`config.mk`:
```
export PLATFORM = sky130hd
export DESIGN_NAME = mem_access_scheduler
export DESIGN_NICKNAME = d
export VERILOG_FILES = /design/src/rtl/mem_access_scheduler.sv
export SDC_FILE = /design/constraint.sdc
export NUM_CORES = 1
export LEC_CHECK = 0
export CORE_MARGIN = 1
export CORE_UTILIZATION = 49
export DETAILED_ROUTE_END_ITERATION = 16
export GPL_ROUTABILITY_DRIVEN = 0
export PLACE_DENSITY_LB_ADDON = 0.2
export SYNTH_ARGS = -nofsm -noshare
export SYNTH_HDL_FRONTEND = slang
export SYNTH_SLANG_ARGS = --single-unit
```
`constraint.sdc`:
```
create_clock -name clk -period 3.8 [get_ports clk]
set_input_delay 0.57 -clock clk [delete_from_list [all_inputs] [get_ports clk]]
set_output_delay 0.57 -clock clk [all_outputs]
set_load 0.005 [all_outputs]
```
`src/rtl/mem_access_scheduler.sv`:
```
`default_nettype none
// ============================================================================
// Module  : mem_access_scheduler
// Brief   : Sequences the shared SNN memory port: filter/ifmap streaming into
//           NoC packets, arbitrated ofmap write-back, timestep control.
// Revision: 1.0 - initial release
// ============================================================================
module mem_access_scheduler #(
    parameter int TIMESTEPS  = 2,
    parameter int FILTER_DIM = 5,
    parameter int IFMAP_DIM  = 25,
    parameter int OFMAP_DIM  = 21,
    parameter int DONE_COUNT = 7,
    parameter int ADDR_W     = 12
) (
    input  logic                             clk,
    input  logic                             rst_n,
    input  logic                             start,
    output logic                             mem_req,
    output logic                             mem_we,
    output logic [ADDR_W-1:0]                mem_addr,
    output logic [7:0]                       mem_wdata,
    input  logic                             mem_gnt,
    input  logic [7:0]                       mem_rdata,
    input  logic                             mem_rvalid,
    output logic                             noc_valid,
    input  logic                             noc_ready,
    output logic [63:0]                      noc_data,
    input  logic                             wb_valid,
    output logic                             wb_ready,
    input  logic [63:0]                      wb_packet,
    output logic [$clog2(TIMESTEPS+1)-1:0]   timestep,
    output logic                             busy,
    output logic                             done
);

    localparam int c_TS_W    = $clog2(TIMESTEPS + 1);
    localparam int c_CNT_W   = $clog2(IFMAP_DIM);
    localparam int c_PAY_W   = (8 * FILTER_DIM > IFMAP_DIM) ? 8 * FILTER_DIM : IFMAP_DIM;
    localparam int c_IF_BASE = 32;
    localparam int c_OF_BASE = 2048;

    localparam logic [1:0] c_TYPE_IF  = 2'b00;
    localparam logic [1:0] c_TYPE_FLT = 2'b01;
    localparam logic [1:0] c_TYPE_OUT = 2'b11;

    localparam logic [1:0] c_WB_DROP  = 2'd0;
    localparam logic [1:0] c_WB_WRITE = 2'd1;
    localparam logic [1:0] c_WB_DONE  = 2'd2;

    typedef enum logic [2:0] {
        ST_IDLE      = 3'd0,
        ST_FLT_RD    = 3'd1,
        ST_FLT_SEND  = 3'd2,
        ST_IF_RD     = 3'd3,
        ST_IF_SEND   = 3'd4,
        ST_WAIT_DONE = 3'd5,
        ST_FINISH    = 3'd6
    } state_t;

    state_t               r_state;
    logic [c_CNT_W-1:0]   r_row;
    logic [c_CNT_W-1:0]   r_issueCol;
    logic [c_CNT_W-1:0]   r_recvCol;
    logic [2:0]           r_pe;
    logic [c_PAY_W-1:0]   r_payload;
    logic                 r_rdPending;
    logic [7:0]           r_doneCnt;

    logic                 r_wbFull;
    logic [1:0]           r_wbKind;
    logic [4:0]           r_wbRow;
    logic [4:0]           r_wbCol;

    logic                 w_isFlt;
    logic                 w_inRead;
    logic [c_CNT_W-1:0]   w_lastCol;
    logic                 w_seqRd;
    logic                 w_portFree;
    logic                 w_wbWrite;
    logic                 w_doneInc;
    logic                 w_startNow;
    logic                 w_rdDone;
    logic                 w_lastRecv;
    logic                 w_doneReached;
    logic [ADDR_W-1:0]    w_rdAddr;
    logic [ADDR_W-1:0]    w_wrAddr;
    logic [c_PAY_W-1:0]   w_payloadNext;
    logic [3:0]           w_dest;
    logic [1:0]           w_wbKindIn;
    logic [2:0]           w_peNext;
    logic                 w_unusedWb;

    assign mem_wdata  = 8'h01;
    assign wb_ready   = !r_wbFull;
    assign w_unusedWb = ^{wb_packet[63:56], wb_packet[53:10]};

    assign w_isFlt       = (r_state == ST_FLT_RD);
    assign w_inRead      = (r_state == ST_FLT_RD) || (r_state == ST_IF_RD);
    assign w_lastCol     = w_isFlt ? c_CNT_W'(FILTER_DIM - 1) : c_CNT_W'(IFMAP_DIM - 1);
    assign w_seqRd       = w_inRead && (r_issueCol <= w_lastCol);
    // The port frees up in the rvalid cycle so the next request lands one cycle later.
    assign w_portFree    = !mem_req && (!r_rdPending || mem_rvalid);
    assign w_wbWrite     = r_wbFull && (r_wbKind == c_WB_WRITE);
    assign w_doneInc     = r_wbFull && (r_wbKind == c_WB_DONE);
    assign w_startNow    = start && ((r_state == ST_IDLE) || (r_state == ST_FINISH));
    assign w_rdDone      = r_rdPending && mem_rvalid;
    assign w_lastRecv    = (r_recvCol == w_lastCol);
    assign w_doneReached = (r_doneCnt >= 8'(DONE_COUNT));
    assign w_peNext      = (r_pe == 3'd4) ? 3'd0 : r_pe + 3'd1;

    always_comb begin
        w_rdAddr = '0;
        if (w_isFlt) begin
            w_rdAddr = ADDR_W'(r_row) * ADDR_W'(FILTER_DIM) + ADDR_W'(r_issueCol);
        end else begin
            w_rdAddr = ADDR_W'(c_IF_BASE)
                     + ADDR_W'(timestep) * ADDR_W'(IFMAP_DIM * IFMAP_DIM)
                     + ADDR_W'(r_row) * ADDR_W'(IFMAP_DIM)
                     + ADDR_W'(r_issueCol);
        end
    end

    assign w_wrAddr = ADDR_W'(c_OF_BASE)
                    + ADDR_W'(timestep) * ADDR_W'(OFMAP_DIM * OFMAP_DIM)
                    + ADDR_W'(r_wbRow) * ADDR_W'(OFMAP_DIM)
                    + ADDR_W'(r_wbCol);

    // Merge the arriving read beat into the row payload (byte per weight, bit per spike).
    always_comb begin
        w_payloadNext = r_payload;
        if (w_isFlt) begin
            for (int i = 0; i < FILTER_DIM; i++) begin
                if (r_recvCol == c_CNT_W'(i)) begin
                    w_payloadNext[8*i +: 8] = mem_rdata;
                end
            end
        end else begin
            for (int i = 0; i < IFMAP_DIM; i++) begin
                if (r_recvCol == c_CNT_W'(i)) begin
                    w_payloadNext[i] = mem_rdata[0];
                end
            end
        end
    end

    always_comb begin
        w_dest = 4'b0001;
        case (r_pe)
            3'd0:    w_dest = 4'b0001;
            3'd1:    w_dest = 4'b0101;
            3'd2:    w_dest = 4'b0011;
            3'd3:    w_dest = 4'b0111;
            default: w_dest = 4'b1100;
        endcase
    end

    always_comb begin
        w_wbKindIn = c_WB_DROP;
        if (wb_packet[55:54] == c_TYPE_OUT) begin
            if (wb_packet[9:0] == 10'h1FF) begin
                w_wbKindIn = c_WB_DONE;
            end else if ((wb_packet[9:5] < 5'(OFMAP_DIM)) && (wb_packet[4:0] < 5'(OFMAP_DIM))) begin
                w_wbKindIn = c_WB_WRITE;
            end
        end
    end

    always_ff @(posedge clk or negedge rst_n) begin
        if (!rst_n) begin
            r_state     <= ST_IDLE;
            r_row       <= '0;
            r_issueCol  <= '0;
            r_recvCol   <= '0;
            r_pe        <= '0;
            r_payload   <= '0;
            r_rdPending <= 1'b0;
            r_doneCnt   <= '0;
            r_wbFull    <= 1'b0;
            r_wbKind    <= c_WB_DROP;
            r_wbRow     <= '0;
            r_wbCol     <= '0;
            mem_req     <= 1'b0;
            mem_we      <= 1'b0;
            mem_addr    <= '0;
            noc_valid   <= 1'b0;
            noc_data    <= '0;
            busy        <= 1'b0;
            done        <= 1'b0;
            timestep    <= '0;
        end else begin
            // Write-back buffer: non-write entries are retired the cycle after capture.
            if (!r_wbFull) begin
                if (wb_valid) begin
                    r_wbFull <= 1'b1;
                    r_wbKind <= w_wbKindIn;
                    r_wbRow  <= wb_packet[9:5];
                    r_wbCol  <= wb_packet[4:0];
                end
            end else if (!w_wbWrite) begin
                r_wbFull <= 1'b0;
            end else if (mem_req && mem_we && mem_gnt) begin
                r_wbFull <= 1'b0;
            end

            if ((r_state == ST_WAIT_DONE) && w_doneReached) begin
                r_doneCnt <= w_doneInc ? 8'd1 : 8'd0;
            end else if (w_doneInc && (r_doneCnt != 8'hFF)) begin
                r_doneCnt <= r_doneCnt + 8'd1;
            end

            if (mem_req && mem_gnt) begin
                mem_req <= 1'b0;
                mem_we  <= 1'b0;
                if (!mem_we) begin
                    r_rdPending <= 1'b1;
                end
            end
            if (w_rdDone) begin
                r_rdPending <= 1'b0;
            end

            case (r_state)
                ST_IDLE, ST_FINISH: begin
                    if (start) begin
                        r_state    <= ST_FLT_RD;
                        busy       <= 1'b1;
                        done       <= 1'b0;
                        timestep   <= '0;
                        r_row      <= '0;
                        r_issueCol <= '0;
                        r_recvCol  <= '0;
                        r_pe       <= '0;
                        r_payload  <= '0;
                    end
                end
                ST_FLT_RD, ST_IF_RD: begin
                    if (w_rdDone) begin
                        r_payload <= w_payloadNext;
                        r_recvCol <= r_recvCol + c_CNT_W'(1);
                        if (w_lastRecv) begin
                            noc_valid <= 1'b1;
                            noc_data  <= {w_dest, 4'b0000, (w_isFlt ? c_TYPE_FLT : c_TYPE_IF),
                                          54'(w_payloadNext)};
                            r_payload <= '0;
                            r_state   <= w_isFlt ? ST_FLT_SEND : ST_IF_SEND;
                        end
                    end
                end
                ST_FLT_SEND: begin
                    if (noc_ready) begin
                        noc_valid  <= 1'b0;
                        r_issueCol <= '0;
                        r_recvCol  <= '0;
                        if (r_row == c_CNT_W'(FILTER_DIM - 1)) begin
                            r_state <= ST_IF_RD;
                            r_row   <= '0;
                            r_pe    <= '0;
                        end else begin
                            r_state <= ST_FLT_RD;
                            r_row   <= r_row + c_CNT_W'(1);
                            r_pe    <= w_peNext;
                        end
                    end
                end
                ST_IF_SEND: begin
                    if (noc_ready) begin
                        noc_valid  <= 1'b0;
                        r_issueCol <= '0;
                        r_recvCol  <= '0;
                        if (r_row == c_CNT_W'(IFMAP_DIM - 1)) begin
                            r_state <= ST_WAIT_DONE;
                            r_row   <= '0;
                            r_pe    <= '0;
                        end else begin
                            r_state <= ST_IF_RD;
                            r_row   <= r_row + c_CNT_W'(1);
                            r_pe    <= w_peNext;
                        end
                    end
                end
                ST_WAIT_DONE: begin
                    if (w_doneReached) begin
                        timestep <= timestep + c_TS_W'(1);
                        if ((timestep + c_TS_W'(1)) == c_TS_W'(TIMESTEPS)) begin
                            r_state <= ST_FINISH;
                            busy    <= 1'b0;
                            done    <= 1'b1;
                        end else begin
                            r_state    <= ST_IF_RD;
                            r_row      <= '0;
                            r_issueCol <= '0;
                            r_recvCol  <= '0;
                            r_pe       <= '0;
                        end
                    end
                end
                default: r_state <= ST_IDLE;
            endcase

            // Port arbitration: a buffered write wins over any sequencer read.
            if (w_portFree) begin
                if (w_wbWrite) begin
                    mem_req  <= 1'b1;
                    mem_we   <= 1'b1;
                    mem_addr <= w_wrAddr;
                end else if (w_startNow) begin
                    mem_req    <= 1'b1;
                    mem_we     <= 1'b0;
                    mem_addr   <= '0;
                    r_issueCol <= c_CNT_W'(1);
                end else if (w_seqRd) begin
                    mem_req    <= 1'b1;
                    mem_we     <= 1'b0;
                    mem_addr   <= w_rdAddr;
                    r_issueCol <= r_issueCol + c_CNT_W'(1);
                end
            end
        end
    end

endmodule
`default_nettype wire

```
==> results of run 1 <==
placed cells by master (no fill, tap or decap), types with 14 or more instances in the layout:
| cell | instances |
|---|---|
| sky130_fd_sc_hd__nor2_1 | 91 |
| sky130_fd_sc_hd__o22ai_1 | 17 |
| sky130_fd_sc_hd__o31ai_1 | 20 |
| sky130_fd_sc_hd__dfrtp_1 | 145 |
| sky130_fd_sc_hd__clkbuf_16 | 17 |
| sky130_fd_sc_hd__a211oi_1 | 14 |
| sky130_fd_sc_hd__mux2i_1 | 20 |
| sky130_fd_sc_hd__fa_1 | 26 |
| sky130_fd_sc_hd__a31oi_1 | 16 |
| sky130_fd_sc_hd__mux2_4 | 19 |
| sky130_fd_sc_hd__a21oi_1 | 43 |
| sky130_fd_sc_hd__ha_1 | 95 |
| sky130_fd_sc_hd__o21ai_0 | 40 |
| sky130_fd_sc_hd__nand3_1 | 22 |
| sky130_fd_sc_hd__inv_1 | 94 |
| sky130_fd_sc_hd__nand2_1 | 90 |
| sky130_fd_sc_hd__buf_4 | 41 |
| sky130_fd_sc_hd__clkdlybuf4s50_1 | 90 |
| sky130_fd_sc_hd__xor2_1 | 14 |
| sky130_fd_sc_hd__conb_1 | 27 |
| sky130_fd_sc_hd__mux2_2 | 18 |
synth_stat cells, types with 10 or more instances:
master | count | area, µm²
sky130_fd_sc_hd__o41ai_1 | 13 | 114
sky130_fd_sc_hd__nand4_1 | 10 | 62.6
sky130_fd_sc_hd__nand2_1 | 90 | 338
sky130_fd_sc_hd__ha_1 | 99 | 1240
sky130_fd_sc_hd__mux2_2 | 19 | 214
sky130_fd_sc_hd__buf_2 | 17 | 85.1
sky130_fd_sc_hd__nand3_1 | 23 | 115
sky130_fd_sc_hd__nor2_1 | 91 | 342
sky130_fd_sc_hd__inv_1 | 97 | 364
sky130_fd_sc_hd__and2_1 | 13 | 81.3
sky130_fd_sc_hd__clkbuf_1 | 17 | 63.8
sky130_fd_sc_hd__nand2b_1 | 12 | 75.1
sky130_fd_sc_hd__fa_1 | 26 | 521
sky130_fd_sc_hd__o31ai_1 | 20 | 150
sky130_fd_sc_hd__a211oi_1 | 15 | 113
sky130_fd_sc_hd__buf_4 | 30 | 225
sky130_fd_sc_hd__nor3_1 | 16 | 80.1
sky130_fd_sc_hd__a31oi_1 | 16 | 100
sky130_fd_sc_hd__o22ai_1 | 17 | 106
sky130_fd_sc_hd__mux2_4 | 18 | 270
sky130_fd_sc_hd__xor2_1 | 14 | 123
sky130_fd_sc_hd__mux2i_1 | 20 | 200
sky130_fd_sc_hd__dfrtp_1 | 147 | 3680
sky130_fd_sc_hd__o21ai_0 | 42 | 210
sky130_fd_sc_hd__a21oi_1 | 43 | 215
how the worst min path moves through the flow:
stage                  start            end  slack (ns)  depth (start not counted)
4_1_cts                rst_n   noc_data[29]        0.27                          1
3_3_place_gp   r_payload[15]  r_payload[15]        0.46                          2
3_5_place_dp   r_payload[13]  r_payload[13]        0.46                          2
6_report               rst_n   noc_data[29]        0.24                          1
2_1_floorplan          rst_n           busy        0.27                          0
5_1_grt                rst_n   noc_data[29]        0.33                          1
state kept, by name (all words and copies together), names as in the netlist:
signal / flops
busy: 1
done: 1
mem_addr: 12
mem_req: 1
mem_we: 1
noc_data: 45
noc_valid: 1
r_doneCnt: 8
r_issueCol: 5
r_payload: 40
r_pe: 3
r_rdPending: 1
r_recvCol: 5
r_row: 5
r_state: 3
r_wbCol: 5
r_wbFull: 1
r_wbKind: 2
r_wbRow: 5
timestep: 2
per-layer routing:
layer  up-vias  share of wire (%)  track usage [%]  routed length, µm
met5         -                  0                0                  0
li1       3912                  -                -                  -
met1      3938                 49             35.2              11800
met2       220                 45             36.8              10800
met3        21                5.3             3.47               1280
met4         0                1.1             6.09                278
power by group through the flow:
stage	Combinational [mW]	Clock, mW	Sequential, mW
floorplan	2.74	0	2.22
global placement	3.96	0	2.28
detailed placement	4.04	0	2.29
CTS	4.16	1.73	2.27
global route	4.67	1.80	2.32
finish	4.20	1.70	2.27
through the flow:
step	setup WS [ns]	setup TNS [ns]	cells
2_1_floorplan	-0.00667	-0.00667	1084
3_3_place_gp	-0.0706	-0.271	1418
3_5_place_dp	-0.130	-0.437	1418
4_1_cts	-0.0376	-0.0966	1451
5_1_grt	-0.224	-1.07	1451
6_report	-0.0747	-0.272	1451
timing repair:
item                                    CTS  global route
hold endpoints to repair                  0             0
setup buffers                             1             0
hold buffers                              0             0
pin swaps                                11             3
endpoints found under the setup margin    6             7
gates cloned                              0             0
resized for setup                         8             3
worst reg2reg max path: stages, from the launching register on:
cell and delay [ns]:
sky130_fd_sc_hd__dfrtp_2 0.43, sky130_fd_sc_hd__inv_4 0.07, sky130_fd_sc_hd__fa_1 0.53, sky130_fd_sc_hd__inv_1 0.05
sky130_fd_sc_hd__fa_1 0.44, sky130_fd_sc_hd__ha_1 0.28, sky130_fd_sc_hd__inv_1 0.04, sky130_fd_sc_hd__fa_1 0.50
sky130_fd_sc_hd__inv_2 0.05, sky130_fd_sc_hd__ha_4 0.26, sky130_fd_sc_hd__nand3_2 0.06, sky130_fd_sc_hd__o211ai_1 0.33
sky130_fd_sc_hd__o211ai_1 0.17, sky130_fd_sc_hd__xnor2_1 0.20, sky130_fd_sc_hd__o22ai_1 0.09, sky130_fd_sc_hd__mux2_4 0.28
cell type report:
cell class | instances | area, µm² | share of cell area, %
Sequential cell | 147 | 3680 | 30.4
Inverter | 98 | 374 | 3.09
Timing Repair Buffer | 133 | 1240 | 10.2
Clock buffer | 17 | 425 | 3.51
Tap cell | 270 | 338 | 2.79
Clock inverter | 15 | 179 | 1.48
Multi-Input combinational cell | 771 | 5890 | 48.6
cell families (layout without fill, tap and decap cells):
logic type	after synthesis	count (layout)	share of synthesized area (%)
simple gates	308	308	14.7
flops	147	147	36.1
compound gates	231	231	15.4
buf+inv	166	263	7.75
xor+xnor	23	23	1.98
other cells	2	27	0.0738
fa+ha+maj	125	125	17.3
mux	57	57	6.72
==> flow_summary.yaml, run 1 <==
clock_tree:
  latest_clock_arrival_within_the_worst_skew_pair_ns: 0.43
  clkSinkCount: 147
  cts_tree: "yes"
  clk_pin_slew_worst_paths_ns: 0.07
  cts.root.buffer_cell: "sky130_fd_sc_hd__clkbuf_16"
  cts_inserted_buffers: 17
  max-clock-path-buffers: 2
  cts-htree-levels: 4
global_routing:
  maximum_number_of_pins_on_one_net_before_global_route_repair: 97
  grt_first_pass_wirelength_um: 40800
  grt_pass1_vias: 7893
  global_route.overflow_total: 0
  grt.total_usage_pct: 23.9
  grt_antenna_before_repair: 0
detailed_routing:
  postRouteAntennaNets: 0
  drtIter0Drc: 524
  vias: 8091
  drt_wl_total_um: 24200
  drt_pre_antenna_iters: 6
  drc: 0
  route.detailed.wl_per_inst_um: 16.7
  vias_per_cell: 5.58
layout:
  drive_above_1_share_pct: 11.7
  antenna-diode-count: 0
  fin_nets: 1372
  n_fill_cell: 1776
  postLayoutCellArea_um2: 12100
  layout.core_utilization_pct: 59.7
  areaGrowthSynthToFinish_pct: 19.1
die:
  die-height_um: 146
  floorplan.initialDensity_pct: 50.1
  io_pins: 171
  dieWidth_um: 146
  die_area_um2: 21300
  core_area_um2: 20300
  floorplan.rows: 52
sta:
  achievable-frequency_mhz: 258
  final_critical_path_setup_slack_ns: -0.0747
  hold_violations: 0
  worst-slew-pin-transition_ns: 0.880
  setup-violations-final: 5
  fin_worst_skew_ns: 0.0159
  period_minus_slack_ns: 3.87
  timing.final.crit_share_pct: 102
  slew_headroom_pct: 41.4
  finalMaxSlewViolations: 0
  fin_worst_hold_slack_ns: 0.242
  rsz_0062_raised_after_global_routing: "true"
setup_path:
  timing.critical_path.depth: 15
  critical_path_required_ns: 4.11
  crit_buf_inv: 4
  cp_max_fo: 4
  critical_path.startpoint: "timestep[0]"
  critPathLaunchType: "flop"
  timing_worst_setup_path_type: "flop to flop"
  timing.critical_path.max_delay_family: "adder cells"
  regToRegEndpoint: "mem_addr[11]"
  rr_startpoint: "timestep[0]"
  crit_path_cell_trace: "inv_4 -> fa_1 -> inv_1 -> fa_1 -> ha_1 -> inv_1 -> fa_1 -> inv_2 -> ha_4 -> nand3_2 -> o211ai_1 -> o211ai_1 -> xnor2_1 -> o22ai_1 -> mux2_4"
  worst_r2r_path_depth: 15
  critPathMostFrequentCell: "sky130_fd_sc_hd__fa_1"
  reg2reg_slack_ns: -0.07
  critPathArrivalTime_ns: 4.18
  endpoint: "mem_addr[11]"
  worstSetupEndpointType: "flop"
  slowest_library_cell_on_the_worst_path: "sky130_fd_sc_hd__fa_1"
  critical_path.max_stage_delay_ns: 0.53
power_and_ir_drop:
  maximum_vdd_drop_mv: 0.350
  static-leakage-power_nw: 5.77
  net-switching-power_mw: 3.42
  pwr_density_cell_nw_per_um2: 674
  power.share.clock_pct: 20.8
  combinational_share_of_power_pct: 51.5
  cellInternalPower_mw: 4.75
  total_power_mw: 8.17
  power.sequential.fraction_pct: 27.7
  swShare_pct: 41.8
synthesis:
  synth_edf_count: 0
  postSynth.topFlopCell: "sky130_fd_sc_hd__dfrtp_1"
  synthesis.instances: 1059
  synth_area_per_cell_um2: 9.61
  yosys_register_bits: 147
  async_flop_share_pct: 100
  post_synth_num_cell_types: 69
  mappedNetlistArea_um2: 10200
  ys.warnings.count: 0
  seq_area_frac_synth_pct: 36.1
min_path:
  worst_hold_path_type: "input pin to async pin"
flow_run:
  max_cap_violations: 0
placed_design:
  portBuffers: 91
  detailed_place.area_um2: 11500
  detailedPlacementHpwl_um: 17800
outcome:
  status: "finished with violations"
  failed_checks: "negative setup slack"
Power figures use the tool's default switching activity.
==> run 2: changes to the inputs <==
--- a/config.mk
+++ b/config.mk
@@ -5,8 +5,9 @@
 export SDC_FILE = /design/constraint.sdc
 export NUM_CORES = 1
 export LEC_CHECK = 0
+export ABC_AREA = 1
 export CORE_MARGIN = 1
-export CORE_UTILIZATION = 49
+export CORE_UTILIZATION = 50
 export DETAILED_ROUTE_END_ITERATION = 16
 export GPL_ROUTABILITY_DRIVEN = 0
 export PLACE_DENSITY_LB_ADDON = 0.2
==> flow_summary.yaml, run 2 <==
sta:
  slew_headroom_pct: 50.7
  timing.final.crit_share_pct: 95.5
  fin_worst_skew_ns: 0.00924
  period_minus_slack_ns: 3.63
  achievable-frequency_mhz: 276
  worst-slew-pin-transition_ns: 0.739
  timing.setup.tns_ns: 0
  rsz_0062_raised_after_global_routing: "false"
  hold_violations: 0
  setup-violations-final: 0
  fin_worst_hold_slack_ns: 0.165
  finalMaxSlewViolations: 0
die:
  floorplan.initialDensity_pct: 51.0
  io_pins: 171
  core_area_um2: 20300
  floorplan.rows: 52
  dieWidth_um: 146
  die_area_um2: 21300
  die-height_um: 146
setup_path:
  timing_worst_setup_path_type: "flop to flop"
  worstSetupEndpointType: "flop"
  critical_path.startpoint: "timestep[0]"
  timing.critical_path.max_delay_family: "adder cells"
  crit_buf_inv: 5
  critPathMostFrequentCell: "sky130_fd_sc_hd__nand2_1"
  cp_max_fo: 5
  critPathLaunchType: "flop"
  reg2reg_slack_ns: 0.17
  crit_path_cell_trace: "inv_2 -> fa_1 -> inv_1 -> fa_1 -> ha_1 -> inv_1 -> fa_1 -> inv_1 -> ha_2 -> nand2_2 -> inv_1 -> nand2_1 -> nand2_1 -> nand2_1 -> nand3_1 -> nand2_1 -> nand3_1 -> nand2_1 -> nand2_1 -> nand2_1"
  critical_path.max_stage_delay_ns: 0.53
  rr_startpoint: "timestep[0]"
  slowest_library_cell_on_the_worst_path: "sky130_fd_sc_hd__fa_1"
  critical_path_required_ns: 4.12
  critPathArrivalTime_ns: 3.95
synthesis:
  yosys.cell_count.top_type: "sky130_fd_sc_hd__nand2_1"
  ys_top_cells_by_area: "sky130_fd_sc_hd__dfrtp_1 (36%), sky130_fd_sc_hd__nand2_1 (15%), sky130_fd_sc_hd__ha_1 (12%)"
  synthesis.instances: 1353
  netlist.area_leader.share_pct: 35.5
  seq_area_frac_synth_pct: 35.5
  async_flop_share_pct: 100
  synth_area_per_cell_um2: 7.65
  synth_top_cells_by_count: "sky130_fd_sc_hd__nand2_1 (401), sky130_fd_sc_hd__inv_1 (169), sky130_fd_sc_hd__dfrtp_1 (147), sky130_fd_sc_hd__o21ai_0 (131), sky130_fd_sc_hd__ha_1 (99)"
  synth_edf_count: 0
  yosys_register_bits: 147
  ys.warnings.count: 0
  synth_top_cell_by_area: "sky130_fd_sc_hd__dfrtp_1"
  post_synth_num_cell_types: 42
  postSynth.topFlopCell: "sky130_fd_sc_hd__dfrtp_1"
  mappedNetlistArea_um2: 10400
global_routing:
  grt_first_pass_wirelength_um: 41400
  maximum_number_of_pins_on_one_net_before_global_route_repair: 78
  grt.total_usage_pct: 24.2
  grt_pass1_vias: 8452
  global_route.overflow_total: 0
  grt_antenna_before_repair: 0
layout:
  drive_above_1_share_pct: 7.00
  n_fill_cell: 1861
  layout.core_utilization_pct: 59.5
  final_cell_mix: "sky130_fd_sc_hd__nand2_1 (399), sky130_fd_sc_hd__inv_1 (167), sky130_fd_sc_hd__dfrtp_1 (146)"
  areaGrowthSynthToFinish_pct: 16.7
  fin_nets: 1648
  largestRegisters: "noc_data (45), r_payload (40), mem_addr (12)"
  antenna-diode-count: 0
  largest_register_ffs: 45
  register_bank_with_the_most_flops: "noc_data"
  layout.cells.most_common: "sky130_fd_sc_hd__nand2_1"
  postLayoutCellArea_um2: 12100
placed_design:
  portBuffers: 91
  detailed_place.area_um2: 11400
  detailedPlacementHpwl_um: 18200
outcome:
  status: "finished clean"
detailed_routing:
  drtIter0Drc: 668
  route.detailed.wl_per_inst_um: 14.3
  postRouteAntennaNets: 0
  vias_per_cell: 5.16
  vias: 8910
  drt_pre_antenna_iters: 6
  drc: 0
  drt_wl_total_um: 24600
clock_tree:
  cts-htree-levels: 4
  cts_inserted_buffers: 17
  cts-hold-fix-buffers: 0
  clkSinkCount: 147
  max-clock-path-buffers: 2
  clk_pin_slew_worst_paths_ns: 0.07
  cts_tree: "yes"
  cts.root.buffer_cell: "sky130_fd_sc_hd__clkbuf_16"
  latest_clock_arrival_within_the_worst_skew_pair_ns: 0.43
flow_run:
  max_cap_violations: 0
power_and_ir_drop:
  maximum_vdd_drop_mv: 0.373
  static-leakage-power_nw: 6.25
  pwr_density_cell_nw_per_um2: 654
min_path:
  worst_hold_path_type: "input pin to async pin"
-- run 2: changes by cell type in the layout (fill, tap and decap cells not counted), sizes merged, moves of 19 or more --
cell	previous run	this run
buf	43	19
mux2	37	0
o21ai	42	150
nand2	90	410
inv	105	189
nand3	23	75
nor2	91	65
o31ai	20	1
mux2i	20	0
-- run 2: worst register-to-register path, stage by stage, from the launching register on --
cell,delay (ns)
sky130_fd_sc_hd__dfrtp_2,0.41
sky130_fd_sc_hd__inv_2,0.10
sky130_fd_sc_hd__fa_1,0.53
sky130_fd_sc_hd__inv_1,0.05
sky130_fd_sc_hd__fa_1,0.45
sky130_fd_sc_hd__ha_1,0.29
sky130_fd_sc_hd__inv_1,0.05
sky130_fd_sc_hd__fa_1,0.52
sky130_fd_sc_hd__inv_1,0.04
sky130_fd_sc_hd__ha_2,0.36
sky130_fd_sc_hd__nand2_2,0.09
sky130_fd_sc_hd__inv_1,0.06
sky130_fd_sc_hd__nand2_1,0.05
sky130_fd_sc_hd__nand2_1,0.08
sky130_fd_sc_hd__nand2_1,0.09
sky130_fd_sc_hd__nand3_1,0.08
sky130_fd_sc_hd__nand2_1,0.05
sky130_fd_sc_hd__nand3_1,0.06
sky130_fd_sc_hd__nand2_1,0.06
sky130_fd_sc_hd__nand2_1,0.05
sky130_fd_sc_hd__nand2_1,0.05
-- run 2: cell families (layout without fill, tap and decap cells) --
kind of cell / Yosys count / after routing / synth area share [%]
XOR/XNOR: 9 / 9 / 0.761
flip-flops: 147 / 147 / 35.5
AND/OR/NAND/NOR: 587 / 587 / 23.9
other: 2 / 27 / 0.0725
adder cells (fa/ha/maj): 125 / 125 / 17.0
AO/OA/AOI/OAI: 237 / 237 / 12.3
buffers and inverters: 246 / 325 / 10.4
-- run 2: timing repair --
action                                  CTS  global route
pin swaps                                 0             5
setup buffers                             0             1
endpoints found under the setup margin    3             7
gates resized for setup                   2            14
hold endpoints to repair                  0             0
-- run 2: path summary, 6_finish.rpt --
check	endpoint	depth (start not counted)
hold reg to reg	noc_data[38]	2
hold / removal	noc_data[16]	1
setup / recovery	mem_addr[11]	20
max in group asynchronous	noc_data[39]	2
min in group clk	noc_data[38]	2
setup reg to reg	mem_addr[11]	20
-- run 2: metal layers --
| layer | vias to the layer above | global-route usage (%) | routed length (µm) |
|---|---|---|---|
| li1 | 4519 | - | - |
| met1 | 4122 | 30.4 | 10900 |
| met2 | 233 | 42.1 | 12200 |
| met3 | 36 | 3.79 | 952 |
| met4 | 0 | 8.26 | 576 |
| met5 | - | 0 | 0 |
-- run 2: layout make-up --
type                    count  area, µm²  share of cell area [%]
flip-flops and latches    147       3680                    30.4
clock inverters            15        149                    1.23
multi-input cells         985       5760                    47.6
well taps                 270        338                    2.80
repair buffers            109       1050                    8.66
inverters                 184        691                    5.71
clock buffers              17        425                    3.52
-- run 2: metrics by stage --
step                worst slack [ns]  instances  power [mW]
CTS                           0.0102       1726        7.86
detailed placement            0.0180       1694        6.16
floorplan                     0.0350       1378        4.95
global placement              0.0460       1694        6.05
global route                 0.00422       1727        8.59
finish                         0.172       1727        7.90
-- run 2: where the power goes --
group,internal [mW],leakage [nW],switching (mW)
Clock,0.920,0.280,0.747
Combinational,1.50,3.99,2.43
Sequential,1.99,1.97,0.311
Total,4.41,6.25,3.49
